$ cat src/rtl/parallel_scrambler.sv
// x^7+x^4+1 additive scrambler/descrambler, DATA_W bits per beat, valid/ready in and out.
// Define SCRAMBLER_SEED_RECOVERY_EN to add ACQ (seed recovery from 7 zero SERVICE bits).
module parallel_scrambler #(
    parameter int DATA_W    = 8,
    parameter bit LSB_FIRST = 1'b1
) (
    input  logic              clock,
    input  logic              Scrambler_Reset_n,
    input  logic              Scrambler_Start,
    input  logic [6:0]        Scrambler_InitialState,
    input  logic [DATA_W-1:0] Scrambler_DataIN,
    input  logic              Scrambler_DataIN_VALID,
    output logic              Scrambler_DataIN_READY,
    output logic [DATA_W-1:0] Scrambler_DataOUT,
    output logic              Scrambler_DataOUT_VALID,
    input  logic              Scrambler_DataOUT_READY,
    output logic [15:0]       Scrambler_BitCount,
    output logic              Scrambler_SeedError
);

`ifdef SCRAMBLER_SEED_RECOVERY_EN
    typedef enum logic [1:0] {IDLE, RUN, ACQ} state_t;
    logic [2:0]        acq_cnt;
    logic [2:0]        acq_cnt_nxt;
`else
    typedef enum logic [1:0] {IDLE, RUN} state_t;
`endif

    state_t            state;
    logic [6:0]        lfsr;
    logic [6:0]        lfsr_nxt;
    logic [DATA_W-1:0] data_nxt;
    logic              acq_nxt;
    logic              fb;
    logic              accept;
    logic [16:0]       cnt_sum;

    assign Scrambler_DataIN_READY = (state != IDLE) && !Scrambler_Start &&
                                    (!Scrambler_DataOUT_VALID || Scrambler_DataOUT_READY);
    assign accept              = Scrambler_DataIN_VALID && Scrambler_DataIN_READY;
    assign Scrambler_SeedError = (state == RUN) && (lfsr == 7'h00);
    assign cnt_sum             = {1'b0, Scrambler_BitCount} + 17'(DATA_W);

    // Bit-serial walk of one beat in time order; ACQ may hand over to RUN mid-beat.
    always_comb begin
        lfsr_nxt = lfsr;
        data_nxt = '0;
        fb       = 1'b0;
`ifdef SCRAMBLER_SEED_RECOVERY_EN
        acq_nxt     = (state == ACQ);
        acq_cnt_nxt = acq_cnt;
`else
        acq_nxt = 1'b0;
`endif
        for (int i = 0; i < DATA_W; i++) begin
            if (acq_nxt) begin
                lfsr_nxt = {lfsr_nxt[5:0],
                            Scrambler_DataIN[LSB_FIRST ? i : DATA_W-1-i]};
`ifdef SCRAMBLER_SEED_RECOVERY_EN
                acq_cnt_nxt = acq_cnt_nxt + 3'd1;
                if (acq_cnt_nxt == 3'd7)
                    acq_nxt = 1'b0;
`endif
            end else begin
                fb = lfsr_nxt[6] ^ lfsr_nxt[3];
                data_nxt[LSB_FIRST ? i : DATA_W-1-i] =
                    Scrambler_DataIN[LSB_FIRST ? i : DATA_W-1-i] ^ fb;
                lfsr_nxt = {lfsr_nxt[5:0], fb};
            end
        end
    end

    always_ff @(posedge clock or negedge Scrambler_Reset_n) begin
        if (!Scrambler_Reset_n) begin
            state                   <= IDLE;
            lfsr                    <= 7'h00;
            Scrambler_DataOUT       <= '0;
            Scrambler_DataOUT_VALID <= 1'b0;
            Scrambler_BitCount      <= 16'h0000;
`ifdef SCRAMBLER_SEED_RECOVERY_EN
            acq_cnt                 <= 3'd0;
`endif
        end else if (Scrambler_Start) begin
            Scrambler_DataOUT_VALID <= 1'b0;
            Scrambler_BitCount      <= 16'h0000;
`ifdef SCRAMBLER_SEED_RECOVERY_EN
            state                   <= ACQ;
            lfsr                    <= 7'h00;
            acq_cnt                 <= 3'd0;
`else
            state                   <= RUN;
            lfsr                    <= Scrambler_InitialState;
`endif
        end else if (accept) begin
            Scrambler_DataOUT       <= data_nxt;
            Scrambler_DataOUT_VALID <= 1'b1;
            lfsr                    <= lfsr_nxt;
            Scrambler_BitCount      <= cnt_sum[16] ? 16'hFFFF : cnt_sum[15:0];
`ifdef SCRAMBLER_SEED_RECOVERY_EN
            acq_cnt                 <= acq_cnt_nxt;
            if (state == ACQ && !acq_nxt)
                state <= RUN;
`endif
        end else if (Scrambler_DataOUT_READY) begin
            Scrambler_DataOUT_VALID <= 1'b0;
        end
    end

endmodule

$ cat config.mk
export PLATFORM = sky130hd
export DESIGN_NAME = parallel_scrambler
export DESIGN_NICKNAME = d
export VERILOG_FILES = /design/src/rtl/parallel_scrambler.sv
export SDC_FILE = /design/constraint.sdc
export NUM_CORES = 1
export LEC_CHECK = 0
export ABC_AREA = 1
export CAP_MARGIN = 0
export CELL_PAD_IN_SITES_DETAIL_PLACEMENT = 1
export CELL_PAD_IN_SITES_GLOBAL_PLACEMENT = 1
export CORE_MARGIN = 4
export CORE_UTILIZATION = 36
export CTS_BUF_LIST = sky130_fd_sc_hd__clkbuf_2 sky130_fd_sc_hd__clkbuf_4 sky130_fd_sc_hd__clkbuf_8
export DETAILED_ROUTE_END_ITERATION = 10
export PLACE_DENSITY_LB_ADDON = 0.08
export RECOVER_POWER = 25
export SETUP_SLACK_MARGIN = 0.1
export SLEW_MARGIN = 15
export SYNTH_ARGS = -nofsm -noshare
export SYNTH_HDL_FRONTEND = slang
export SYNTH_SLANG_ARGS = --single-unit
$ cat constraint.sdc
create_clock -name clock -period 1.6 [get_ports clock]
set_input_delay 0.24 -clock clock [delete_from_list [all_inputs] [get_ports clock]]
set_output_delay 0.24 -clock clock [all_outputs]
set_load 0.1 [all_outputs]
; Word-level counts from Yosys, hierarchy flattened
; Index checks and enable logic that the tools add are counted.
[word_totals]
reg_bits = 33
out_inout_bits = 27
[op_classes]
addsub = 1
n_mux = 8
bitwise_logic = 17
n_reduce_logical = 11
[op_table]
columns = operator, n
row1 = $mux W16, 3
row2 = $add A16 B4 Y17 const B, 1
row3 = $xor A1 B1 Y1, 16
row4 = $mux W7, 2
row5 = $logic_not A7 Y1, 1
row6 = $logic_and A1 B1 Y1, 4
row7 = $mux W1, 3
row8 = $reduce_bool A3 Y1, 1
row9 = $logic_not A1 Y1, 2
row10 = $reduce_and A2 Y1, 1
row11 = $reduce_bool A2 Y1, 1
row12 = $logic_or A1 B1 Y1, 1
row13 = $not A1 Y1, 1

; Logic depth before layout (Yosys ltp)
[logic_depth]
depth_word = 6
ltp_mapped = 8
mapped_depth_nobuf = 8

; Worst setup path after synthesis
; OpenSTA, ideal clock, no wires.
[synth_path]
kind = register to output
from = register lfsr[1]
to = output port Scrambler_SeedError
t_arrival_ps = 2641
required_ps = 1360
slack_ps = -1281
stages_incl_launch_ff = 4
path_buffers = 0
cell_sequence = dfrtp_1 inv_1 nand2_1 nor3_1
[synth_between]
elab_chain_cells = 2
[synth_rtl]
columns = item, line
row1 = "start, declared", 30  ; logic [6:0] lfsr;
row2 = "start signal, assigned", 92  ; lfsr <= Scrambler_InitialState;
row3 = "start signal, assigned", 97  ; lfsr <= lfsr_nxt;
row4 = $logic_not A7 Y1, 41  ; assign Scrambler_SeedError = (state == RUN) && (lfsr == 7'h00);
row5 = $logic_and A1 B1 Y1, 41
row6 = "end, declared", 18  ; output logic Scrambler_SeedError
; No other way between the ends.

; Final worst setup path
; Same ends and word-level chain as after synthesis.

==> metrics.md <==
| Metric | Value |
|---|---|
| Final WL | `6007 um` |
| Cell count after synthesis | `257` |
| Sw Ratio | `0.4163` |
| Die Height | `79.82 um` |
| Final non-filler cell total | `385` |
| H-tree lvl count | `2` |
| Gpl congestion | `0.8262` |
| Routed Antenna Nets | `0` |
| YS warnings | `0` |
| Req. time, crit path | `1.36 ns` |
| Via Count | `1940` |
| Detailed Place HPWL | `4354 um` |
| Status | `finished, final reports clean` |
| Share of layout cells above drive strength 1 | `0.2956` |
| Worst Setup Slack, final | `0.01843 ns` |
| Synth Net Count | `278` |
| Mean Syn Cell Area | `7.225 um^2` |
| Layout net count | `338` |
| Final Cell Area | `2935 um^2` |
| Leak | `1.361 nW` |
| #FFs+latches synth | `31` |
| DP Worst Slack | `-0.03073 ns` |
| Clock Latency Late Sink | `0.29 ns` |
| Critical path data arrival time | `1.34 ns` |
| Post-Syn Area | `1857 um^2` |
| RSZ-0062 raised after global routing | `true` |
| Buf+Inv Stages, Crit Path | `2` |
| First-pass GRT wire length | `10070 um` |
| Die width | `79.82 um` |
| Critical Path Sink Type | `primary output` |
| Area delta synth->final | `58.09%` |
| Net Switching | `1.370 mW` |
| Final hold violation count | `0` |
| Total GRT Usage | `0.2062` |
| Comb pwr share | `0.435` |
| Critical path fanouts, max | `4` |
| Peak VDD IR | `745.8 uV` |
| Setup violators final | `0` |
| TritonRoute pass-1 iters | `4` |
| CP Cell Sequence | `inv_2 > nand2_2 > nor3_4 > buf_12` |
| Commonest non-fill, non-tap cell in the layout | `nand2_1` |
| Max incr delay on CP | `0.42 ns` |
| Sequential share of the synthesized area | `0.4178` |
| Area leader, netlist | `dfrtp_1` |
| Worst-path clk slew | `0.07 ns` |
| Hold Path Class | `input pin to flip-flop` |
| Die area | `6370 um^2` |
| Port-buffer cells | `46` |
| Placed insts | `372` |
| Register share of total power | `0.315` |
| CTS tree | `built` |
| Final setup skew | `0.007056 ns` |
| Fin. max-slew vios | `0` |
| Vias in the first global route | `2064` |
| Initial core utilization | `0.3830` |
| Sink Count | `31` |
| Max-slew headroom | `0.4263` |
| WS Path Type | `flip-flop to primary output` |
| Row count | `25` |
| Starting DRT DRC Count | `41` |
| Top cell type's share of synthesized area | `0.4178` |
| Largest net degree at the start of global routing | `32` |
| Synth top area cells | `dfrtp_1 42%, nand2_1 19%, nand3_1 10%` |
| Crit path max-delay family | `flip-flops` |
| Fillers | `564` |
| Tcrit/Tclk final | `0.9885` |
| Power per Cell Area | `1121 nW/um^2` |
| Synth cell types | `25` |
| Most frequent cells in the layout | `92 x nand2_1, 35 x nand3_1, 28 x buf_12, 19 x inv_1, 17 x clkdlybuf4s50_1` |
| CTS Hold Bufs | `0` |
| Clock power share | `0.250` |
| Int Pwr | `1.920 mW` |
| Vias per cell | `5.039` |
| Tot Pwr | `3.290 mW` |
| Diodes inserted | `0` |
| Crit path max-delay cell type | `dfrtp_1` |
| Startpoint Class | `flip-flop` |
| Remaining global-route overflow | `0` |
| Placed cell areas | `2761 um^2` |
| Max cap viols | `0` |
| Initial antenna violation count | `0` |
| CTS buffer count | `5` |
| Final min period | `1.582 ns` |
| Least-Margin Pin Slew | `0.8605 ns` |
| Root cell of the clock tree | `clkbuf_8` |
| Hold slack | `0.3958 ns` |
| Fmax | `0.6323 GHz` |
| I/O pins | `47` |
| Total core area | `4848 um^2` |
| Max Root-Sink Buffers | `2` |
| Drt wl/cell | `15.60 um` |
| Residual DRC | `0` |
worst reg2reg max path: cells and delay by family, from the launching register on:
family / cells / cell delay (ns)
AND/OR/NAND/NOR: 5 / 0.66
flip-flops: 1 / 0.47
buffers and inverters: 1 / 0.19
kinds of logic (layout without fill, tap and decap cells):
| group | count (synthesis) | count (layout) | share of synthesized area |
|---|---|---|---|
| AOI/OAI and AO/OA | 17 | 17 | 0.06132 |
| adders and majority gates | 1 | 1 | 0.006737 |
| and+or+nand+nor | 169 | 169 | 0.4050 |
| buffers and inverters | 34 | 95 | 0.08557 |
| DFF | 31 | 31 | 0.4178 |
| xor gates and xnor gates | 5 | 5 | 0.02358 |
Yosys cell counts:
cell type / instances
inv_1: 23
nand2_2: 2
xnor2_1: 1
or2_2: 1
nand2_4: 2
o211ai_1: 8
ha_1: 1
nand3_2: 1
buf_6: 2
inv_2: 4
nand4_1: 4
buf_2: 1
o21ai_0: 6
nand3b_1: 3
nor2_2: 2
a21oi_2: 1
xor2_1: 4
nand2_1: 95
o21bai_1: 2
dfrtp_1: 31
buf_4: 4
nor2_4: 2
nor2_1: 19
nor3_1: 1
nand3_1: 37
power groups by stage:
stage	Sequential (mW)	Clock [mW]	Combinational, mW
floorplan	1.55	0	0.334
global placement	1.05	0	1.37
detailed placement	1.05	0	1.39
CTS	1.03	0.829	1.42
global route	1.06	0.879	1.52
finish	1.04	0.822	1.43
metrics by stage:
step                 TNS, ns    util
CTS                 -0.04555  0.5997
global placement           0  0.5695
global route        -0.03994  0.6054
floorplan            -0.2480       -
detailed placement   -0.1796  0.5695
finish                     0  0.6054
state kept, by name (all words and copies together) (netlist names):
name	count
Scrambler_DataOUT_VALID	1
Scrambler_DataOUT	8
Scrambler_BitCount	14
state	1
lfsr	7
path summary, 6_finish.rpt:
| check | from | endpoint | slack, ns | cells past startpoint |
|---|---|---|---|---|
| worst min-delay path | Scrambler_Start | Scrambler_DataOUT_VALID$_DFFE_PN0P_ | 0.40 | 2 |
| max in group asynchronous | Scrambler_Reset_n | Scrambler_BitCount[3]$_DFFE_PN0P_ | 0.38 | 2 |
| min in group asynchronous | Scrambler_Reset_n | Scrambler_BitCount[12]$_DFFE_PN0P_ | 0.59 | 2 |
| worst min register to register | Scrambler_DataOUT[5]$_DFFE_PN0P_ | Scrambler_DataOUT[5]$_DFFE_PN0P_ | 0.55 | 2 |
| worst max-delay path | lfsr[1]$_DFFE_PN0P_ | Scrambler_SeedError | 0.02 | 4 |
| worst max register to register | Scrambler_BitCount[3]$_DFFE_PN0P_ | Scrambler_BitCount[14]$_DFFE_PN0P_ | 0.22 | 6 |
layer usage:
metal / vias to the layer above / routed length [um] / track usage
li1: 941 / - / -
met1: 940 / 2387 / 0.2326
met2: 48 / 3297 / 0.3731
met3: 11 / 213 / 0.04402
met4: 0 / 108 / 0.08615
met5: - / 0 / 0
timing repair:
item                                    4_1_cts  5_1_grt
gates cloned                                  0        0
buffers inserted                              3        2
pin swaps                                     2        3
endpoints found under the setup margin        2        6
gates resized for setup                       4        7
final cells by class:
class | instances | area, um^2 | area share
timing repair buffer | 60 | 844.6 | 0.2877
clock buffer | 6 | 82.58 | 0.02813
multi-input combinational | 192 | 983.4 | 0.3350
tap | 67 | 83.83 | 0.02856
sequential | 31 | 804.5 | 0.2741
clock inverter | 2 | 35.03 | 0.01194
inverter | 27 | 101.3 | 0.03453
(Power assumes the default switching activity.)
